$ cat config.mk
export PLATFORM = sky130hd
export DESIGN_NAME = uart_frame_ctrl_flat
export DESIGN_NICKNAME = d
export VERILOG_FILES = /design/src/rtl/uart_frame_pkg.sv /design/src/rtl/uart_frame_ctrl_if.sv /design/src/rtl/ascii_seg7_dec.sv /design/src/rtl/uart_frame_ctrl.sv /design/src/flat_wrapper.sv
export SDC_FILE = /design/constraint.sdc
export NUM_CORES = 1
export LEC_CHECK = 0
export BUFFER_PORTS_ARGS = -buffer_cell sky130_fd_sc_hd__buf_2
export CAP_MARGIN = 0
export CORE_UTILIZATION = 30
export DETAILED_ROUTE_END_ITERATION = 16
export GPL_ROUTABILITY_DRIVEN = 0
export HOLD_SLACK_MARGIN = 0.06
export PLACE_DENSITY = 0.44
export SETUP_SLACK_MARGIN = 0.5
export SYNTH_ARGS = -nofsm -noshare
export SYNTH_HDL_FRONTEND = slang
export SYNTH_SLANG_ARGS = --single-unit
export TNS_END_PERCENT = 100
$ cat constraint.sdc
create_clock -name clock -period 5.1 [get_ports clock]
set_clock_uncertainty 0.05 [all_clocks]
set_input_delay 0.255 -clock clock [delete_from_list [all_inputs] [get_ports clock]]
set_output_delay 0.255 -clock clock [all_outputs]
set_load 0.01 [all_outputs]
$ cat src/rtl/uart_frame_pkg.sv
// Shared types, ASCII constants and the 7-segment digit table for the UART
// frame controller.
package uart_frame_pkg;

    typedef enum logic [1:0] {
        T_IDLE,
        T_ARM,
        T_LOAD,
        T_WAIT
    } tx_state_t;

    localparam logic [7:0] ASCII_CR = 8'h0D;
    localparam logic [7:0] ASCII_LF = 8'h0A;
    localparam logic [7:0] ASCII_0  = 8'h30;
    localparam logic [7:0] ASCII_9  = 8'h39;

    localparam logic [6:0] SEG_BLANK = 7'h7F;

    // Segments a..g from MSB to LSB, active-low.
    function automatic logic [6:0] seg7_of(input logic [3:0] digit);
        case (digit)
            4'd0:    return 7'b0000001;
            4'd1:    return 7'b1001111;
            4'd2:    return 7'b0010010;
            4'd3:    return 7'b0000110;
            4'd4:    return 7'b1001100;
            4'd5:    return 7'b0100100;
            4'd6:    return 7'b0100000;
            4'd7:    return 7'b0001111;
            4'd8:    return 7'b0000000;
            4'd9:    return 7'b0000100;
            default: return SEG_BLANK;
        endcase
    endfunction

    function automatic logic is_digit(input logic [7:0] c);
        return (c >= ASCII_0) && (c <= ASCII_9);
    endfunction

    function automatic logic is_eol(input logic [7:0] c);
        return (c == ASCII_CR) || (c == ASCII_LF);
    endfunction

endpackage

$ cat src/rtl/uart_frame_ctrl_if.sv
// Byte-level link between the frame controller and the uartWrite/uartRead
// instances.
interface uart_frame_ctrl_if;
    // TX: controller drops tx_run and waits for tx_fb=0 (armed), then raises
    // tx_run with tx_data stable until tx_fb=1 (byte done).
    // RX: rx_data is valid while rx_fb=1; each rising edge of rx_fb is one byte.
    logic       tx_fb;
    logic       tx_run;
    logic [7:0] tx_data;
    logic       rx_fb;
    logic [7:0] rx_data;

    modport master (
        output tx_run,
        output tx_data,
        input  tx_fb,
        input  rx_fb,
        input  rx_data
    );

    modport slave (
        input  tx_run,
        input  tx_data,
        output tx_fb,
        output rx_fb,
        output rx_data
    );
endinterface

$ cat src/rtl/ascii_seg7_dec.sv
// Combinational ASCII digit to active-low 7-segment decoder; any non-digit
// byte shows blank.
module ascii_seg7_dec
    import uart_frame_pkg::*;
(
    input  logic [7:0] ascii,
    output logic [6:0] seg
);

    // '0'..'9' carry their value in the low nibble.
    always_comb begin
        seg = SEG_BLANK;
        if (is_digit(ascii)) begin
            seg = seg7_of(ascii[3:0]);
        end
    end

endmodule

$ cat src/rtl/uart_frame_ctrl.sv
// UART banner/echo transmitter and digit-frame receiver driving N_DIGITS
// active-low 7-segment displays.
module uart_frame_ctrl
    import uart_frame_pkg::*;
#(
    parameter int                   MSG_LEN     = 16,
    parameter logic [8*MSG_LEN-1:0] MSG         = "** Thanh Hung **",
    parameter int                   N_DIGITS    = 4,
    parameter int                   TIMEOUT_CYC = 50000,
    parameter bit                   ECHO        = 1'b1
) (
    input  logic                    clock,
    input  logic                    reset,
    uart_frame_ctrl_if.master       uart,
    input  logic                    send_req,
    output logic [7*N_DIGITS-1:0]   seg,
    output logic                    frame_valid,
    output logic                    frame_err,
    output logic                    tx_busy,
    output tx_state_t               tx_state
);

    localparam int MAX_JOB = (MSG_LEN > N_DIGITS + 2) ? MSG_LEN : N_DIGITS + 2;
    localparam int IDX_W   = $clog2(MAX_JOB);
    localparam int CNT_W   = $clog2(N_DIGITS + 1);
    localparam int TO_W    = $clog2(TIMEOUT_CYC + 1);
    localparam int IMG_W   = 8 * MAX_JOB;

    localparam logic [IDX_W-1:0] BANNER_LAST = IDX_W'(MSG_LEN - 1);
    localparam logic [CNT_W-1:0] CNT_FULL    = CNT_W'(N_DIGITS);
    localparam logic [TO_W-1:0]  TO_LAST     = TO_W'(TIMEOUT_CYC - 1);
    // Banner left-aligned in the job shift register, byte 0 on top.
    localparam logic [IMG_W-1:0] BANNER_IMG  = IMG_W'(MSG) << (8 * (MAX_JOB - MSG_LEN));

    // ---------------- RX frame assembly ----------------
    logic             rx_fb_q;
    logic             rx_ev;
    logic             rx_is_digit;
    logic             rx_is_eol;
    logic             frame_open;
    logic             timeout_hit;
    logic             close_frame;
    logic             accept;
    logic             store_digit;
    logic [CNT_W-1:0] wr_ptr;
    logic             ovf;
    logic             bad;
    logic [TO_W-1:0]  idle_cnt;
    logic [7:0]       rx_buf [N_DIGITS];
    logic [7:0]       cm_buf [N_DIGITS];
    logic [CNT_W-1:0] cm_cnt;

    always_comb begin
        rx_ev       = uart.rx_fb & ~rx_fb_q;
        rx_is_digit = is_digit(uart.rx_data);
        rx_is_eol   = is_eol(uart.rx_data);
        frame_open  = (wr_ptr != '0) | ovf | bad;
        // A byte arriving on the timeout cycle keeps the frame open.
        timeout_hit = frame_open & ~rx_ev & (idle_cnt == TO_LAST);
        close_frame = timeout_hit | (rx_ev & rx_is_eol & frame_open);
        accept      = close_frame & ~ovf & ~bad;
        store_digit = rx_ev & rx_is_digit & (wr_ptr != CNT_FULL);
    end

    always_ff @(posedge clock) begin
        if (reset) begin
            rx_fb_q     <= 1'b0;
            wr_ptr      <= '0;
            ovf         <= 1'b0;
            bad         <= 1'b0;
            idle_cnt    <= '0;
            cm_buf      <= '{default: '0};
            cm_cnt      <= '0;
            frame_valid <= 1'b0;
            frame_err   <= 1'b0;
        end else begin
            rx_fb_q     <= uart.rx_fb;
            frame_valid <= accept;
            frame_err   <= close_frame & ~accept;
            idle_cnt    <= (rx_ev | ~frame_open | timeout_hit) ? '0 : idle_cnt + TO_W'(1);
            if (close_frame) begin
                wr_ptr <= '0;
                ovf    <= 1'b0;
                bad    <= 1'b0;
                if (accept) begin
                    cm_buf <= rx_buf;
                    cm_cnt <= wr_ptr;
                end
            end else if (rx_ev) begin
                if (store_digit) begin
                    wr_ptr <= wr_ptr + CNT_W'(1);
                end else if (rx_is_digit) begin
                    ovf <= 1'b1;
                end else if (!rx_is_eol) begin
                    bad <= 1'b1;
                end
            end
        end
    end

    for (genvar p = 0; p < N_DIGITS; p++) begin : g_rx_buf
        always_ff @(posedge clock) begin
            if (reset) begin
                rx_buf[p] <= '0;
            end else if (store_digit && (wr_ptr == CNT_W'(p))) begin
                rx_buf[p] <= uart.rx_data;
            end
        end
    end

    // Digits beyond the committed length are fed a non-digit and show blank.
    for (genvar k = 0; k < N_DIGITS; k++) begin : g_seg
        logic [7:0] ch;
        assign ch = (k < int'(cm_cnt)) ? cm_buf[k] : 8'h00;
        ascii_seg7_dec u_dec (
            .ascii (ch),
            .seg   (seg[7*k +: 7])
        );
    end

    // ---------------- TX job sequencing ----------------
    tx_state_t        state;
    tx_state_t        state_nxt;
    logic             job_start;
    logic             byte_done;
    logic [IDX_W-1:0] idx;
    logic [IDX_W-1:0] last_idx;
    logic [IMG_W-1:0] job_sr;
    logic [IMG_W-1:0] echo_img;
    logic [7:0]       tx_data_q;
    logic             banner_pend;
    logic             echo_pend;

    // Echo payload: committed digits, then CR LF, left-aligned.
    for (genvar p = 0; p < MAX_JOB; p++) begin : g_echo_img
        logic [7:0] dig;
        if (p < N_DIGITS) begin : g_dig
            assign dig = cm_buf[p];
        end else begin : g_pad
            assign dig = 8'h00;
        end
        assign echo_img[IMG_W-8-8*p +: 8] =
            (p <  int'(cm_cnt))     ? dig      :
            (p == int'(cm_cnt))     ? ASCII_CR :
            (p == int'(cm_cnt) + 1) ? ASCII_LF : 8'h00;
    end

    always_comb begin
        state_nxt = state;
        job_start = 1'b0;
        byte_done = 1'b0;
        case (state)
            T_IDLE: begin
                if (banner_pend || echo_pend) begin
                    job_start = 1'b1;
                    state_nxt = T_ARM;
                end
            end
            T_ARM: begin
                if (!uart.tx_fb) state_nxt = T_LOAD;
            end
            T_LOAD: begin
                state_nxt = T_WAIT;
            end
            T_WAIT: begin
                if (uart.tx_fb) begin
                    byte_done = 1'b1;
                    state_nxt = (idx == last_idx) ? T_IDLE : T_ARM;
                end
            end
            default: state_nxt = T_IDLE;
        endcase
    end

    always_ff @(posedge clock) begin
        if (reset) begin
            state       <= T_IDLE;
            idx         <= '0;
            last_idx    <= '0;
            job_sr      <= '0;
            tx_data_q   <= '0;
            banner_pend <= 1'b1;
            echo_pend   <= 1'b0;
        end else begin
            state <= state_nxt;
            // The echo image is latched here, so later commits cannot alter a running echo.
            if (job_start) begin
                idx <= '0;
                if (banner_pend) begin
                    job_sr   <= BANNER_IMG;
                    last_idx <= BANNER_LAST;
                end else begin
                    job_sr   <= echo_img;
                    last_idx <= IDX_W'(cm_cnt) + IDX_W'(1);
                end
            end else if (byte_done && (idx != last_idx)) begin
                idx    <= idx + IDX_W'(1);
                job_sr <= job_sr << 8;
            end
            if ((state == T_ARM) && !uart.tx_fb) begin
                tx_data_q <= job_sr[IMG_W-1 -: 8];
            end
            if (send_req) begin
                banner_pend <= 1'b1;
            end else if (job_start) begin
                banner_pend <= 1'b0;
            end
            if (accept && ECHO) begin
                echo_pend <= 1'b1;
            end else if (job_start && !banner_pend) begin
                echo_pend <= 1'b0;
            end
        end
    end

    assign uart.tx_run  = (state == T_LOAD) || (state == T_WAIT);
    assign uart.tx_data = tx_data_q;
    assign tx_busy      = (state != T_IDLE);
    assign tx_state     = state;

endmodule

$ cat src/flat_wrapper.sv
// flat-port wrapper written by rule: the top's interface ports become plain ports
module uart_frame_ctrl_flat import uart_frame_pkg::*;
#(
    parameter int                   MSG_LEN     = 16,
    parameter logic [8*MSG_LEN-1:0] MSG         = "                ",
    parameter int                   N_DIGITS    = 4,
    parameter int                   TIMEOUT_CYC = 50000,
    parameter bit                   ECHO        = 1'b1
)
  (clock, reset, send_req, seg, frame_valid, frame_err, tx_busy, tx_state, uart_tx_run, uart_tx_data, uart_tx_fb, uart_rx_fb, uart_rx_data);
  uart_frame_ctrl_if uart_i ();
  input  logic clock;
  input  logic reset;
  input  logic send_req;
  output logic [7*N_DIGITS-1:0] seg;
  output logic frame_valid;
  output logic frame_err;
  output logic tx_busy;
  output tx_state_t tx_state;
  output wire logic [$bits(uart_i.tx_run)-1:0] uart_tx_run;
  output wire logic [$bits(uart_i.tx_data)-1:0] uart_tx_data;
  input wire logic [$bits(uart_i.tx_fb)-1:0] uart_tx_fb;
  input wire logic [$bits(uart_i.rx_fb)-1:0] uart_rx_fb;
  input wire logic [$bits(uart_i.rx_data)-1:0] uart_rx_data;
  assign uart_tx_run = uart_i.tx_run;
  assign uart_tx_data = uart_i.tx_data;
  assign uart_i.tx_fb = uart_tx_fb;
  assign uart_i.rx_fb = uart_rx_fb;
  assign uart_i.rx_data = uart_rx_data;
  uart_frame_ctrl #(.MSG_LEN(MSG_LEN), .MSG(MSG), .N_DIGITS(N_DIGITS), .TIMEOUT_CYC(TIMEOUT_CYC), .ECHO(ECHO)) u_core (.clock(clock), .reset(reset), .uart(uart_i), .send_req(send_req), .seg(seg), .frame_valid(frame_valid), .frame_err(frame_err), .tx_busy(tx_busy), .tx_state(tx_state));
endmodule
After elaboration in Yosys (flattened, before gate mapping)
Memory sizes are Yosys's and may differ from the RTL's.
Index checks and enable logic that the tools add are counted.
{"block": "totals", "regBits": 239, "mem_bits_ro": 448, "in_bits": 13, "output_inout_bits": 42, "wordCells": 198, "mem_count": 4}
{"block": "op_classes", "add_sub_neg": 5, "order_cmp": 17, "n_eq_ne": 37, "n_mux": 54, "bitwise_logic": 24, "n_reduce_logical": 34}
{"memory": "(no name shown)", "depth": 16, "word_bits": 7, "read_ports": 1, "rd_clocked_by_memory_dff": 0, "write_ports": 0, "line": "uart_frame_pkg.sv:21", "source": "case (digit)"}
{"memory": "(no name shown)", "depth": 16, "word_bits": 7, "read_ports": 1, "rd_clocked_by_memory_dff": 0, "write_ports": 0, "line": "uart_frame_pkg.sv:21"}
{"memory": "(no name shown)", "depth": 16, "word_bits": 7, "read_ports": 1, "rd_clocked_by_memory_dff": 0, "write_ports": 0, "line": "uart_frame_pkg.sv:21"}
{"memory": "(no name shown)", "depth": 16, "word_bits": 7, "read_ports": 1, "rd_clocked_by_memory_dff": 0, "write_ports": 0, "line": "uart_frame_pkg.sv:21"}
{"cell": "128-bit 2-to-1 mux", "n": 3}
{"cell": "5-bit by 32-bit == test with 1-bit output (first input constant)", "n": 8}
{"cell": "8-bit 2-to-1 mux", "n": 19}
{"cell": "4-bit by 32-bit == test with 1-bit output (first input constant)", "n": 4}
{"cell": "4-bit 2-to-1 mux", "n": 17}
{"cell": "3-bit by 32-bit == test with 1-bit output (first input constant)", "n": 2}
{"cell": "8-bit by 6-bit >= comparator with 1-bit output (second input constant)", "n": 5}
{"cell": "8-bit by 6-bit <= comparator with 1-bit output (second input constant)", "n": 5}
{"cell": "2-bit by 32-bit == test with 1-bit output (first input constant)", "n": 1}
{"cell": "32-bit zero test", "n": 1}
{"cell": "7-bit 2-to-1 mux", "n": 4}
{"cell": "16-bit by 1-bit adder with 16-bit output (second input constant)", "n": 1}
{"cell": "16-bit == test (second input constant)", "n": 1}
{"cell": "8-bit by 4-bit == test with 1-bit output (second input constant)", "n": 2}
{"cell": "3-bit == test (first input constant)", "n": 4}
{"cell": "1-bit logical AND", "n": 12}
{"cell": "1-bit AND", "n": 10}
{"cell": "3-bit less-than comparator (first input constant)", "n": 3}
{"cell": "1-bit NOT", "n": 9}
{"cell": "3-bit by 1-bit adder with 4-bit output (second input constant)", "n": 2}
{"cell": "2-bit one-hot mux with 4 select lines", "n": 1}
{"cell": "2-bit OR reduction", "n": 4}
{"cell": "1-bit 2-to-1 mux", "n": 7}
{"cell": "2-bit by 3-bit == test with 1-bit output (first input constant)", "n": 2}
{"cell": "25 further kinds", "n": 44}

Depth between registers and ports, before layout
{"block": "logic_depth", "word_depth": 10, "depth_mapped": 10, "depth_no_buf": 8}

Cells and area by module
From an unflattened synthesis, not the netlist that was laid out.
{"block": "hier_totals", "cells_unflattened": 1025, "hier_area_um2": 9116.2}
{"mod": "uart_frame_ctrl", "instances": 1, "cells_per_inst": 891, "area_per_inst_um2": 8109.0, "seq_area_each_um2": 3503.4}
{"mod": "ascii_seg7_dec at u_core.g_seg[0].u_dec ...", "instances": 3, "cells_per_inst": 33, "area_per_inst_um2": 251.5, "seq_area_each_um2": 0.0}
{"mod": "ascii_seg7_dec at u_core.g_seg[1].u_dec", "instances": 1, "cells_per_inst": 35, "area_per_inst_um2": 252.7, "seq_area_each_um2": 0.0}

Worst setup path after synthesis
No wires, ideal clock.
{"block": "synth_path", "path_type": "register to output", "start": "register u_core.cm_cnt[2]", "end": "output seg[0]", "arrival_time_ps": 2117, "t_required_ps": 4795, "setup_slack_ps": 2678, "stages_incl_launch_ff": 10, "path_buffers": 2, "cell_sequence": "dfxtp_1 -> buf_2 -> or3_1 -> clkbuf_1 -> nand2_1 -> ha_1 -> inv_1 -> o21ai_0 -> o21bai_1 -> or4b_1"}
{"block": "synth_between", "elab_chain_len": 5, "elab_cells_between_ends": 7, "classes_between": "order compare (3); mux (2); reduce/logical (1); memory (1)"}
{"item": "start, declared", "line": "uart_frame_ctrl.sv:51", "source": "logic [CNT_W-1:0] cm_cnt;"}
{"item": "start signal, assigned", "line": "uart_frame_ctrl.sv:87", "source": "cm_cnt <= wr_ptr;"}
{"item": "1-bit by 3-bit less-than comparator with 1-bit output (*)", "line": "uart_frame_ctrl.sv:114", "source": "assign ch = (k < int'(cm_cnt)) ? cm_buf[k] : 8'h00;"}
{"item": "8-bit 2-to-1 mux (*)", "line": "uart_frame_ctrl.sv:114"}
{"item": "8-bit by 6-bit >= comparator with 1-bit output or 8-bit by 6-bit <= comparator with 1-bit output (tied branches)", "line": "uart_frame_pkg.sv:37", "source": "return (c >= ASCII_0) && (c <= ASCII_9);"}
{"item": "1-bit logical AND", "line": "uart_frame_pkg.sv:37"}
{"item": "7-bit 2-to-1 mux (*)", "line": "ascii_seg7_dec.sv:13", "source": "if (is_digit(ascii)) begin"}
{"item": "end, declared", "line": "flat_wrapper.sv:15", "source": "output logic [7*N_DIGITS-1:0] seg;"}
Mark *: on every way between the ends. The rest lies on a longest branch, timed or not.

Final worst setup path
{"block": "layout_path", "start": "register u_core.cm_cnt[0]", "end": "output seg[1]"}
The elaborated chain is that of the path after synthesis.

==> flow_summary.ini <==
[sta]
finalHoldWorstSlack_ns = 0.123
fin_tns_setup_ns = 0
fmax_mhz = 297
setup_violations = 0
fin_crit_ns = 3.37
period_share = 0.660
rsz0062_at_grt = no
max-slew-margin-rel = 0.238
maxSlewViolCount = 0
worst_pin_slew_ns = 1.14
final-hold-violation-count = 0

[global_route]
gr-max-usage-layer = met2
antenna_found_initial = 0
grt_max_degree = 113
use_met1 = 0.209
grtUsageMet2 = 0.260
grt_usage = 0.158
grt_pass1_wl_um = 36200
grt_pass1_vias = 6724
grt_use_met3 = 0.0288
gr-total-overflow = 0

[yosys]
synth_cells = 1031
async_flop_share = 0
synth-edff-count = 0
seq_area_frac_synth = 0.405
synthesis.area_um2 = 8650
syn_nets = 1081
yosys_warnings = 0
ys_seq_elements = 175
ys_types = 61
synth.avg_cell_area_um2 = 8.39
synth_flop_cell = dfxtp_1

[cells_and_area]
drive_gt1_frac = 0.101
n_fill_cell = 3020
area_delta_synth_final_pct = 12.5
multi_input_area_um2 = 4690
regArea_um2 = 3500
final_nets = 1089
antennaDiodeCount = 0
final_util = 0.346

[detailed_routing]
wirelength_um = 22400
wire_per_inst_um = 15.7
drt_iter0_drc = 460
antenna_left = 0
drt-pass1-iter-count = 4
drc = 0
vias = 7018
vias_per_cell = 4.91

[pwr]
seqPwrFrac = 0.423
clock_power_share = 0.317
power_density_nw_per_um2 = 415
leakage_nw = 3.87
p_sw_mw = 1.42
pwr-share-comb = 0.259
switching_share = 0.351
intPower_mw = 2.62
peakVddDrop_mv = 0.231

[cts]
clock_latency_ns = 0.44
cts_resized = 0
htreeDepth = 4
clock-root-buffer = clkbuf_16
cts_buffers = 17
cts_tree = done
cts_max_path_buffers = 2
clkTransAtPathRegs_ns = 0.07
cts_setup_buffers = 0
cts.sinks = 175
cts.hold.buffers_added = 2

[critical_path]
end_kind = primary output
criticalPathCategory = flip-flop to primary output
worst_ep_arrival_time_ns = 3.06
required_ns = 4.80
start_kind = flip-flop
crit_fanout = 14

[floorplan]
rows = 61
initial_core_util = 0.308
ios = 55
die_w_um = 172
core_area_um2 = 28100
dieArea_um2 = 29500
die_y_um = 172

[place]
hpwl_um = 14700
portBuffers = 54

[run]
max_cap_viol_count = 0

[hold_path]
hp-class = primary input to flip-flop

[outcome]
outcome = finished clean
power by group through the flow:
stage / combinational, mW / sequential [mW] / clock (mW)
2_1_floorplan: 0.778 / 1.70 / 0
3_3_place_gp: 1.05 / 1.74 / 0
3_5_place_dp: 1.06 / 1.73 / 0
4_1_cts: 1.06 / 1.71 / 1.32
5_1_grt: 1.18 / 1.73 / 1.37
6_report: 1.05 / 1.71 / 1.28
Yosys cell counts, types with 5 or more instances:
library cell | n | area, um2
dfxtp_1 | 175 | 3500
nor2_1 | 127 | 477
nand2b_1 | 78 | 488
nand2_1 | 77 | 289
a21oi_1 | 64 | 320
mux2i_1 | 58 | 581
o21ai_0 | 53 | 265
clkbuf_1 | 46 | 173
nor3_1 | 43 | 215
ha_1 | 37 | 463
inv_1 | 33 | 124
a31oi_1 | 24 | 150
a211oi_1 | 22 | 165
buf_2 | 21 | 105
nand3_1 | 18 | 90.1
and3b_1 | 12 | 105
xnor2_1 | 12 | 105
nand4_1 | 9 | 56.3
xor2_1 | 9 | 78.8
nor2b_1 | 8 | 50.1
nor4_1 | 8 | 50.1
a2111oi_0 | 7 | 61.3
a221oi_1 | 6 | 52.6
o211ai_1 | 6 | 45.0
a22oi_1 | 5 | 37.5
final cells by class:
class	count	area share
clock buffer	17	0.0437
multi-input combinational	747	0.482
inverter	33	0.0127
sequential	175	0.360
tap	378	0.0486
timing repair buffer	65	0.0383
clock inverter	15	0.0150
registers in the layout, summed over array words and instances (netlist names):
name / cells
u_core.bad: 1
u_core.banner_pend: 1
u_core.cm_cnt: 3
u_core.echo_pend: 1
u_core.frame_err: 1
u_core.frame_valid: 1
u_core.g_echo_img.dig: 32
u_core.idle_cnt: 16
u_core.idx: 4
u_core.job_sr: 64
u_core.last_idx: 4
u_core.ovf: 1
u_core.rx_buf: 32
u_core.rx_fb_q: 1
u_core.tx_state: 2
u_core.uart.tx_data: 8
u_core.wr_ptr: 3
worst max-delay path, stage by stage, from the launching register on:
cell and delay (ns):
dfxtp_1 0.66, or3_1 0.43, nand2_1 0.23, inv_1 0.13, ha_1 0.20, a21boi_0 0.18
o21bai_1 0.09, a21boi_0 0.38, o21ai_0 0.16, buf_2 0.17
placed cells by master, fill, tap and decap left out, types with 33 or more instances in the layout:
cell type  count
dfxtp_1      175
nor2_1       127
nand2b_1      78
nand2_1       77
a21oi_1       64
mux2i_1       58
o21ai_0       53
buf_2         53
nor3_1        43
ha_1          37
inv_1         33
per-layer routing:
metal / share of wire / vias up / wire (um)
met5: 0 / - / 0
met4: 0.011 / 0 / 246
met3: 0.027 / 15 / 608
met1: 0.49 / 3322 / 11000
met2: 0.47 / 87 / 10500
li1: - / 3594 / -
worst paths after layout:
check	slack, ns	startpoint	cells after the start	end
hold reg to reg	0.40	u_core.rx_buf[20]$_SDFFE_PP0P_	2	u_core.rx_buf[20]$_SDFFE_PP0P_
hold / removal	0.12	uart_rx_data[3]	3	u_core.rx_buf[27]$_SDFFE_PP0P_
setup reg to reg	2.25	u_core.tx_state[0]$_SDFFE_PP0P_	8	u_core.job_sr[27]$_SDFFE_PP0P_
setup / recovery	1.73	u_core.cm_cnt[0]$_SDFFE_PP0P_	9	seg[1]
cell families after synthesis:
kind of cell / after synthesis / synth area share
AND/OR/NAND/NOR: 414 / 0.243
AO/OA/AOI/OAI: 217 / 0.156
flip-flops: 175 / 0.405
buffers and inverters: 109 / 0.0543
multiplexers: 58 / 0.0671
adder cells (fa/ha/maj): 37 / 0.0535
XOR/XNOR: 21 / 0.0213
stage by stage:
step                total power, mW  setup slack (ns)  cell area (um2)  cells
global route                   4.29              1.36             9730   1430
CTS                            4.09              1.67             9730   1430
floorplan                      2.48              2.68             8650   1031
detailed placement             2.79              2.17             9140   1396
finish                         4.04              1.73             9730   1430
global placement               2.79              2.23             9140   1396
(Power assumes the default switching activity.)
